[src/rtl/ariane_pkg.sv]
// Shared core types: the resolved-branch update record fed to the BHT and
// the depth of the queue that buffers those updates.
package ariane_pkg;

   localparam int unsigned VLEN = 64;
   localparam int unsigned BHT_UPD_DEPTH = 4;

   typedef struct packed {
      logic            valid;
      logic [VLEN-1:0] pc;
      logic            taken;
   } bht_update_t;

endpackage

[src/rtl/bht_update_queue.sv]
// Circular FIFO buffering resolved branch updates ahead of the BHT.
// Optional overflow statistics are enabled with macro BHT_UPD_STATS_EN.
module bht_update_queue
   import ariane_pkg::*;
#(
   parameter int unsigned DEPTH = ariane_pkg::BHT_UPD_DEPTH
) (
   input  logic        clk_i,
   input  logic        rst_ni,
   input  logic        flush_i,
   input  logic        debug_mode_i,
   input  bht_update_t upd_i,
   output bht_update_t bht_update_o,
   input  logic        bht_ready_i,
   output logic        full_o,
   output logic        empty_o,
   output logic [15:0] drop_cnt_o
);

   localparam int unsigned PW = $clog2(DEPTH);
   localparam int unsigned CW = PW + 1;

   logic [VLEN-1:0] pc_mem_q    [DEPTH];
   logic            taken_mem_q [DEPTH];

   logic [PW-1:0] rd_ptr_q, rd_ptr_d;
   logic [PW-1:0] wr_ptr_q, wr_ptr_d;
   logic [CW-1:0] cnt_q, cnt_d;

   logic full_s;
   logic empty_s;
   logic push_s;
   logic pop_s;

   assign full_s  = (cnt_q == CW'(DEPTH));
   assign empty_s = (cnt_q == {CW{1'b0}});
   assign full_o  = full_s;
   assign empty_o = empty_s;

   // Pop never needs the push of the same cycle, so an empty queue cannot bypass.
   assign pop_s  = !empty_s && bht_ready_i && !flush_i;
   assign push_s = upd_i.valid && !debug_mode_i && !flush_i && (!full_s || pop_s);

   // Next-state for pointers and occupancy; flush wins over everything.
   always_comb begin
      rd_ptr_d = rd_ptr_q;
      wr_ptr_d = wr_ptr_q;
      cnt_d    = cnt_q;
      if (flush_i) begin
         rd_ptr_d = {PW{1'b0}};
         wr_ptr_d = {PW{1'b0}};
         cnt_d    = {CW{1'b0}};
      end else begin
         if (push_s) begin
            wr_ptr_d = wr_ptr_q + PW'(1'b1);
         end else begin
            wr_ptr_d = wr_ptr_q;
         end
         if (pop_s) begin
            rd_ptr_d = rd_ptr_q + PW'(1'b1);
         end else begin
            rd_ptr_d = rd_ptr_q;
         end
         case ({push_s, pop_s})
            2'b10:   cnt_d = cnt_q + CW'(1'b1);
            2'b01:   cnt_d = cnt_q - CW'(1'b1);
            default: cnt_d = cnt_q;
         endcase
      end
   end

   // Pointer and occupancy registers.
   always_ff @(posedge clk_i or negedge rst_ni) begin
      if (!rst_ni) begin
         rd_ptr_q <= {PW{1'b0}};
         wr_ptr_q <= {PW{1'b0}};
         cnt_q    <= {CW{1'b0}};
      end else begin
         rd_ptr_q <= rd_ptr_d;
         wr_ptr_q <= wr_ptr_d;
         cnt_q    <= cnt_d;
      end
   end

   // Payload storage; left unreset because the output masks it while empty.
   always_ff @(posedge clk_i) begin
      if (push_s) begin
         pc_mem_q[wr_ptr_q]    <= upd_i.pc;
         taken_mem_q[wr_ptr_q] <= upd_i.taken;
      end
   end

   // Head presentation, zeroed while nothing is queued.
   always_comb begin
      bht_update_o = '0;
      if (empty_s) begin
         bht_update_o = '0;
      end else begin
         bht_update_o.valid = 1'b1;
         bht_update_o.pc    = pc_mem_q[rd_ptr_q];
         bht_update_o.taken = taken_mem_q[rd_ptr_q];
      end
   end

`ifdef BHT_UPD_STATS_EN
   logic        overflow_s;
   logic [15:0] drop_q, drop_d;

   assign overflow_s = upd_i.valid && !debug_mode_i && !flush_i && full_s && !pop_s;

   // Saturating overflow counter.
   always_comb begin
      drop_d = drop_q;
      if (overflow_s && (drop_q != 16'hFFFF)) begin
         drop_d = drop_q + 16'd1;
      end else begin
         drop_d = drop_q;
      end
   end

   // Drop counter register.
   always_ff @(posedge clk_i or negedge rst_ni) begin
      if (!rst_ni) begin
         drop_q <= 16'd0;
      end else begin
         drop_q <= drop_d;
      end
   end

   assign drop_cnt_o = drop_q;
`else
   assign drop_cnt_o = 16'd0;
`endif

endmodule
[config.mk]
export PLATFORM = sky130hd
export DESIGN_NAME = bht_update_queue
export DESIGN_NICKNAME = d
export VERILOG_FILES = /design/src/rtl/ariane_pkg.sv /design/src/rtl/bht_update_queue.sv
export SDC_FILE = /design/constraint.sdc
export NUM_CORES = 1
export LEC_CHECK = 0
export BUFFER_PORTS_ARGS = -buffer_cell sky130_fd_sc_hd__clkbuf_2
export CAP_MARGIN = 20
export CORE_UTILIZATION = 50
export DETAILED_ROUTE_END_ITERATION = 16
export PLACE_DENSITY_LB_ADDON = 0.3
export REMOVE_ABC_BUFFERS = 1
export SETUP_SLACK_MARGIN = 0.1
export SLEW_MARGIN = 20
export SYNTH_ARGS = -nofsm -noshare
export SYNTH_HDL_FRONTEND = slang
export SYNTH_SLANG_ARGS = --single-unit
[constraint.sdc]
create_clock -name clk_i -period 3.9 [get_ports clk_i]
set_input_delay 0.78 -clock clk_i [delete_from_list [all_inputs] [get_ports clk_i]]
set_output_delay 0.78 -clock clk_i [all_outputs]
set_load 0.03 [all_outputs]
==> results of run 1 <==
[per-stage QoR]
step	setup TNS (ns)	hold slack (ns)	util, %	power, mW	cell area, um2
after floorplan	-27.74	0.484	-	3.90	10300
after global placement	0	0.568	56.1	4.16	11500
after detailed placement	0	0.597	56.1	4.18	11500
after CTS	0	0.0895	60.2	6.60	12300
after global routing	0	0.103	60.2	6.75	12300
final	0	0.104	60.2	6.52	12300
[logic make-up (layout without fill, tap and decap cells)]
| family | after synthesis | after routing | share of synthesized area [%] |
|---|---|---|---|
| buffers and inverters | 47 | 200 | 2.79 |
| multiplexers | 66 | 66 | 14.1 |
| AO/OA/AOI/OAI | 11 | 11 | 0.692 |
| flip-flops | 267 | 267 | 76.1 |
| XOR/XNOR | 3 | 3 | 0.251 |
| AND/OR/NAND/NOR | 96 | 96 | 5.39 |
| other | 1 | 17 | 0.0358 |
| adder cells (fa/ha/maj) | 5 | 5 | 0.668 |
[flip-flops by register name, summed over array words and instances (netlist names)]
signal       cells
rd_ptr_q         2
cnt_q            3
pc_mem_q       256
taken_mem_q      4
wr_ptr_q         2
[final cells by class]
| type | count | area, um2 |
|---|---|---|
| Fill cell | 1509 | 8130 |
| Tap cell | 270 | 338 |
| Multi-Input combinational cell | 197 | 2290 |
| Clock buffer | 29 | 683 |
| Timing Repair Buffer | 146 | 826 |
| Sequential cell | 267 | 7990 |
| Clock inverter | 20 | 155 |
| Antenna cell | 1 | 2.50 |
| Inverter | 5 | 18.8 |
[power breakdown]
group          switching, mW  internal [mW]  total (mW)
Combinational          0.550          0.329       0.878
Sequential            0.0267           3.20        3.22
Clock                   1.02           1.40        2.42
[worst reg2reg max path, delay by kind of cell, from the launching register on]
family	cells	cell delay, ns
compound gates	2	0.35
fa+ha+maj	1	0.43
flops	1	0.46
simple gates	4	1.57
[how the worst min path moves through the flow]
stage / from / endpoint / slack (ns) / cells after the start
6_report: rst_ni / cnt_q[1]$_DFFE_PN0P_ / 0.10 / 1
3_3_place_gp: wr_ptr_q[1]$_DFFE_PN0P_ / wr_ptr_q[1]$_DFFE_PN0P_ / 0.57 / 2
3_5_place_dp: wr_ptr_q[1]$_DFFE_PN0P_ / wr_ptr_q[1]$_DFFE_PN0P_ / 0.60 / 2
5_1_grt: rst_ni / cnt_q[1]$_DFFE_PN0P_ / 0.10 / 1
4_1_cts: rst_ni / cnt_q[1]$_DFFE_PN0P_ / 0.09 / 1
2_1_floorplan: rst_ni / cnt_q[0]$_DFFE_PN0P_ / 0.48 / 0
[cell usage in the layout (no fill, tap or decap), types with 3 or more instances in the layout]
master	netlist	final
and3_4	0	4
clkinv_1	0	7
inv_1	4	4
nand2_1	5	5
and2_1	66	66
a21oi_1	3	3
conb_1	1	16
nor2_1	8	8
clkinv_2	0	8
nand3_1	4	4
dfrtp_1	7	5
buf_12	0	6
clkbuf_16	0	27
clkbuf_2	1	138
edfxtp_1	260	260
ha_1	4	4
mux4_2	65	65
[routing by layer]
| layer | wire, um | vias to the layer above | track usage (%) |
|---|---|---|---|
| met5 | 0 | - | 0 |
| met4 | 273 | 0 | 3.85 |
| met3 | 1120 | 28 | 3.63 |
| met2 | 9180 | 149 | 29.8 |
| met1 | 7880 | 2539 | 24.3 |
| li1 | - | 2258 | - |
==> results.md, run 1 <==
* Setup Viol. Count Final at 0
* Destination of the critical timing path: bht_update_o[26]
* Post-synthesis cell type count at 35
* Number of design-rule violations left by the first detailed-router iteration at 274
* Wire length of the first global-routing pass at 29500 um
* Netlist area before placement at 10500 um2
* Signal arrival time at the worst endpoint at 2.51 ns
* RSZ-0062 raised after global routing: false
* CTS Hold Buffers Added at 0
* DRT antenna net count at 0
* Cell-by-cell listing of the critical path: or3_2 -> buf_4 -> and2_1 -> clkbuf_2
* Vias after detailed routing at 4974
* Pin count of the biggest net entering global routing at 47
* Run status: finished, final reports clean
* Fin worst setup slack at 0.613 ns
* Number of gates resized after cts at 0
* Ratio of cells with drive above 1 in the final layout at 39.0%
* Cell types with the largest area share after synthesis: edfxtp_1 74%, mux4_2 14%, and2_1 3.9%, dfrtp_1 1.7%, buf_4 1.1%
* Capturing point of the worst reg2reg path: cnt_q[2]$_DFFE_PN0P_
* Pre-CTS setup slack at 0.979 ns
* Count of standard-cell rows at 52
* Number of global-route vias before repair at 5398
* Leftover overflow at the end of global routing at 0
* Ports placed on the boundary at 155
* H-tree depth reported by CTS at 1
* Input/output buffers at 138
* Async S/R FF share, synth at 2.62%
* Residual DRC at 0
* Synth cell count leaders: 260 x edfxtp_1, 66 x and2_1, 65 x mux4_2, 16 x buf_4, 11 x clkbuf_1
* Kind of end point of the critical path: primary output
* Category of the worst setup path launch point: flop
* Count of flip-flops with a built-in enable after synthesis at 260
* Share of the synthesized area in the top cell type at 74.4%
* Maximum fanout along the worst path at 46
* Power density over cell area at 530 nW/um2
* CP Data Required Time at 3.12 ns
* Delay of the slowest cell on the worst path at 0.74 ns
* Die W at 147 um
* Final Slew Violations at 0
* Fin nets at 720
* YS warnings at 0
* Fin crit period at 3.29 ns
* Critical path type: flop to primary output
* Path length in cells of the critical path at 4
* Clock tree from TritonCTS: yes
* CTS clk-pin slew, worst paths at 0.06 ns
* Final hold violation count at 0
* Worst slew margin relative to its limit at 60.1%
* Layout area overhead at 17.3%
* Peak supply drop at 368 uV
* Height of the die at 147 um
* Final worst path period share at 84.3%
* Cell count of the worst reg-to-reg path at 7
* Maximum operating frequency at 304 MHz
* Cell with the most instances after synthesis: edfxtp_1
* Mean cell area of the mapped netlist at 21.1 um2
* Share of synthesized area occupied by flip-flops and latches at 76.1%
* Sink count of the clock tree at 267
* Reg2reg setup slack at 1.01 ns
* Final RePlAce weighted congestion at 0.743
* Synthesized instance count at 496
* Buffer type at the clock tree root: clkbuf_16
* Average wire length per cell after detail routing at 19.7 um
* Count of buffering cells on the critical path with inverters included at 2
* Worst path slowest cell: or3_2
* Path class of the lowest-slack min-delay path: primary input to async pin
* Maximum count of clock buffers along a single path at 3
* Transition at the pin with the smallest max-transition slack at 0.595 ns
* Average vias per placed instance at 5.32
* Synth Register Bits at 267
* Clock tree skew after final layout at 0.0153 ns
* Number of setup buffers added after CTS at 0
* Wirelength, routed at 18500 um
* First-pass iteration count of the detailed router at 4
* Antenna violations before repair at 1
* Clock insertion delay at the later pin of the skew report at 0.52 ns
* Number of buffers inserted during clock tree synthesis at 27
* Non-Filler Instances at 935
* Static leakage at 4.24 nW
* Total half-perimeter wirelength after legalization and detailed placement at 11200 um
* Initial Utilization at 51.3%
* Most instantiated flip-flop cell in the synthesis netlist: edfxtp_1
* Total placed cells including tap cells at 885
* R2R Path Start: cnt_q[2]$_DFFE_PN0P_
* Number of maximum-capacitance constraint violations at 0
* All-Layer GR Usage at 17.8%
* Largest delay share family, worst path: simple AND/OR/NAND/NOR gates
* Core Box Area at 20400 um2
* Yosys top cell by area: edfxtp_1
* Die footprint at 21600 um2
* Critical path startpoint: cnt_q[2]$_DFFE_PN0P_
(Power assumes the default switching activity.)
==> run 2, diff against run 1 <==
==> constraint.sdc (replaced) <==
create_clock -name clk_i -period 3.1 [get_ports clk_i]
set_input_delay 0.62 -clock clk_i [delete_from_list [all_inputs] [get_ports clk_i]]
set_output_delay 0.62 -clock clk_i [all_outputs]
set_load 0.03 [all_outputs]
==> run 2 against run 1 <==
  * Global-route usage rose by 0.16 points
  * Power rose by 27%
  * Critical endpoint is now bht_update_o[21]
  * Setup slack got worse by 0.38 ns
==> results.md, run 2 (synthesis results as in run 1) <==
* Residual DRC at 0 (unchanged)
* Peak-usage layer in the global routing report: met2
* Height of the die at 147 um (unchanged)
* Clock insertion delay at the later pin of the skew report at 0.52 ns (about the same)
* Number of global-route vias before repair at 5313 (-1.6%)
* Vias after detailed routing at 5137 (+3.3%)
* Power density over cell area at 665 nW/um2 (+25%)
* Pre-CTS setup slack at 0.424 ns (-0.556 ns)
* Final Slew Violations at 0 (unchanged)
* Average wire length per cell after detail routing at 20.3 um (+3.0%)
* Average vias per placed instance at 5.45 (+2.4%)
* Total placed cells including tap cells at 889 (+0.45%)
* Cell count of the worst reg-to-reg path at 7 (unchanged)
* Filler cells at 1503 (-0.40%)
* Clock tree from TritonCTS: yes
* Ratio of cells with drive above 1 in the final layout at 39.0% (about the same)
* RSZ-0062 raised after global routing: false
* Maximum operating frequency at 348 MHz
* Count of standard-cell rows at 52 (unchanged)
* Global-route met3 utilization at 3.60% (-0.031 points)
* Category of the worst setup path launch point: flop
* Path class of the lowest-slack min-delay path: primary input to flop
* Highest-count cells in the layout ignoring fill and taps: 260 x edfxtp_1, 138 x clkbuf_2, 66 x and2_1
* Reg2reg setup slack at 0.46 ns (-0.55 ns)
* Minimum hold slack at 0.316 ns (+0.212 ns)
* Core Box Area at 20400 um2 (unchanged)
* Capturing point of the worst reg2reg path: cnt_q[2]$_DFFE_PN0P_
* Non-Filler Instances at 943 (+0.86%)
* Ports placed on the boundary at 155 (unchanged)
* Number of buffers inserted during clock tree synthesis at 28 (+3.7%)
* Die footprint at 21600 um2 (unchanged)
* Initial Utilization at 51.3% (unchanged)
* Signal arrival time at the worst endpoint at 2.25 ns (-0.26 ns)
* Met1 track utilization from global routing at 23.3% (-1.0 points)
* R2R Path Start: cnt_q[2]$_DFFE_PN0P_
* Final worst path period share at 92.6%
* Number of maximum-capacitance constraint violations at 0 (unchanged)
* Number of design-rule violations left by the first detailed-router iteration at 350 (+28%)
* Worst slew margin relative to its limit at 58.5% (-1.6 points)
* Sink count of the clock tree at 267 (unchanged)
* Maximum count of clock buffers along a single path at 3 (unchanged)
* DRT antenna net count at 0 (unchanged)
* Pin count of the biggest net entering global routing at 69 (+47%)
* Buffer type at the clock tree root: clkbuf_16
* Hold Path Sink: pc_mem_q[0][51]$_DFFE_PP_
* H-tree depth reported by CTS at 1 (unchanged)
* Setup Viol. Count Final at 0 (unchanged)
* Hold depth at 1
* Most flop-heavy register: pc_mem_q
* Leftover overflow at the end of global routing at 0 (unchanged)
* Fin crit period at 2.87 ns
* Maximum fanout along the worst path at 68 (+48%)
* Final hold violation count at 0 (unchanged)
* All-Layer GR Usage at 18.0% (+0.16 points)
* Static leakage at 4.28 nW (+1.0%)
* Peak supply drop at 373 uV (+1.3%)
* Launch instance of the worst min-delay path: upd_i[52]
* Largest regs: pc_mem_q x256, taken_mem_q x4, cnt_q x3
* Wirelength, routed at 19200 um (+3.9%)
* CP Data Required Time at 2.48 ns (-0.64 ns)
* Antenna violations before repair at 2 (+1)
* Wire length of the first global-routing pass at 29600 um (+0.19%)
* CTS clk-pin slew, worst paths at 0.06 ns (about the same)
* Number of flip-flops under the largest register name at 256 (unchanged)
* Final RePlAce weighted congestion at 0.774 (+4.2%)
* Critical path type: flop to primary output
* Die W at 147 um (unchanged)
* Most common cell after layout, fill and taps aside: edfxtp_1
* Input/output buffers at 138 (unchanged)
* Run status: finished, final reports clean
* Total half-perimeter wirelength after legalization and detailed placement at 11500 um (+2.9%)
* Global routing usage on met2 at 31.1% (+1.3 points)
* Clock tree skew after final layout at 0.00899 ns (-0.00632 ns)
* Fin worst setup slack at 0.228 ns (-0.384 ns)
* Layout area overhead at 18.7%
* Total Negative Setup Slacks at 0 ns (unchanged)
* Kind of end point of the critical path: primary output
* Fin nets at 727 (+0.97%)
* Transition at the pin with the smallest max-transition slack at 0.619 ns (+0.0237 ns)
* First-pass iteration count of the detailed router at 5 (+1)
* Final cell utilization of the core at 60.9% (+0.71 points)
-- run 2: cell types whose count changed in the layout (fill, tap and decap cells not counted), sizes merged --
cell | before | now
clkbuf | 167 | 178
clkinv | 17 | 8
buf | 8 | 13
clkinvlp | 0 | 2
bufinv | 2 | 1
dlygate4sd3 | 0 | 1
inv | 6 | 5
-- run 2: what timing repair did --
action | 4_1_cts | 5_1_grt
endpoints found under the hold margin | 7 | 0
gates resized for setup | 0 | 1
hold buffers | 1 | 0
endpoints found under the setup margin | 0 | 47
setup buffers | 0 | 1
-- run 2: layout make-up --
cell class,instances,area [um2],share of cell area (%)
antenna,1,2.50,0.0201
clock inverter,11,85.1,0.683
clock buffer,40,777,6.24
tap,270,338,2.71
multi-input combinational,197,2290,18.4
sequential,267,7990,64.2
timing repair buffer,152,947,7.61
inverter,5,18.8,0.151
-- run 2: per-stage QoR --
step | power [mW] | cell area [um2]
floorplan | 4.91 | 10300
global placement | 5.25 | 11600
detailed placement | 5.28 | 11600
CTS | 8.37 | 12400
global route | 8.59 | 12400
finish | 8.27 | 12400
-- run 2: per-layer routing --
layer | vias up | wire, um
li1 | 2267 | -
met1 | 2643 | 7730
met2 | 192 | 9970
met3 | 33 | 1070
met4 | 2 | 382
met5 | - | 13
-- run 2: how the worst max path moves through the flow --
| stage | startpoint | to | slack (ns) | cells past startpoint |
|---|---|---|---|---|
| 6_report | cnt_q[2]$_DFFE_PN0P_ | bht_update_o[21] | 0.23 | 4 |
| 5_1_grt | rd_ptr_q[0]$_DFFE_PN0P_ | bht_update_o[15] | 0.13 | 4 |
| 4_1_cts | cnt_q[2]$_DFFE_PN0P_ | bht_update_o[40] | 0.13 | 4 |
| 3_5_place_dp | upd_i[65] | cnt_q[2]$_DFFE_PN0P_ | 0.42 | 7 |
| 3_3_place_gp | debug_mode_i | pc_mem_q[0][24]$_DFFE_PP_ | 0.61 | 5 |
| 2_1_floorplan | rd_ptr_q[0]$_DFFE_PN0P_ | bht_update_o[0] | -1.07 | 2 |
-- run 2: power breakdown --
part	total, mW	internal, mW	switching (mW)
combinational	1.14	0.427	0.714
clock	3.08	1.82	1.26
sequential	4.05	4.02	0.0275
-- run 2: worst max-delay path, stage by stage, from the launching register on --
cell      delay [ns]
dfrtp_1         0.47
or3_2           0.53
buf_6           0.25
and2_1          0.24
clkbuf_2        0.18
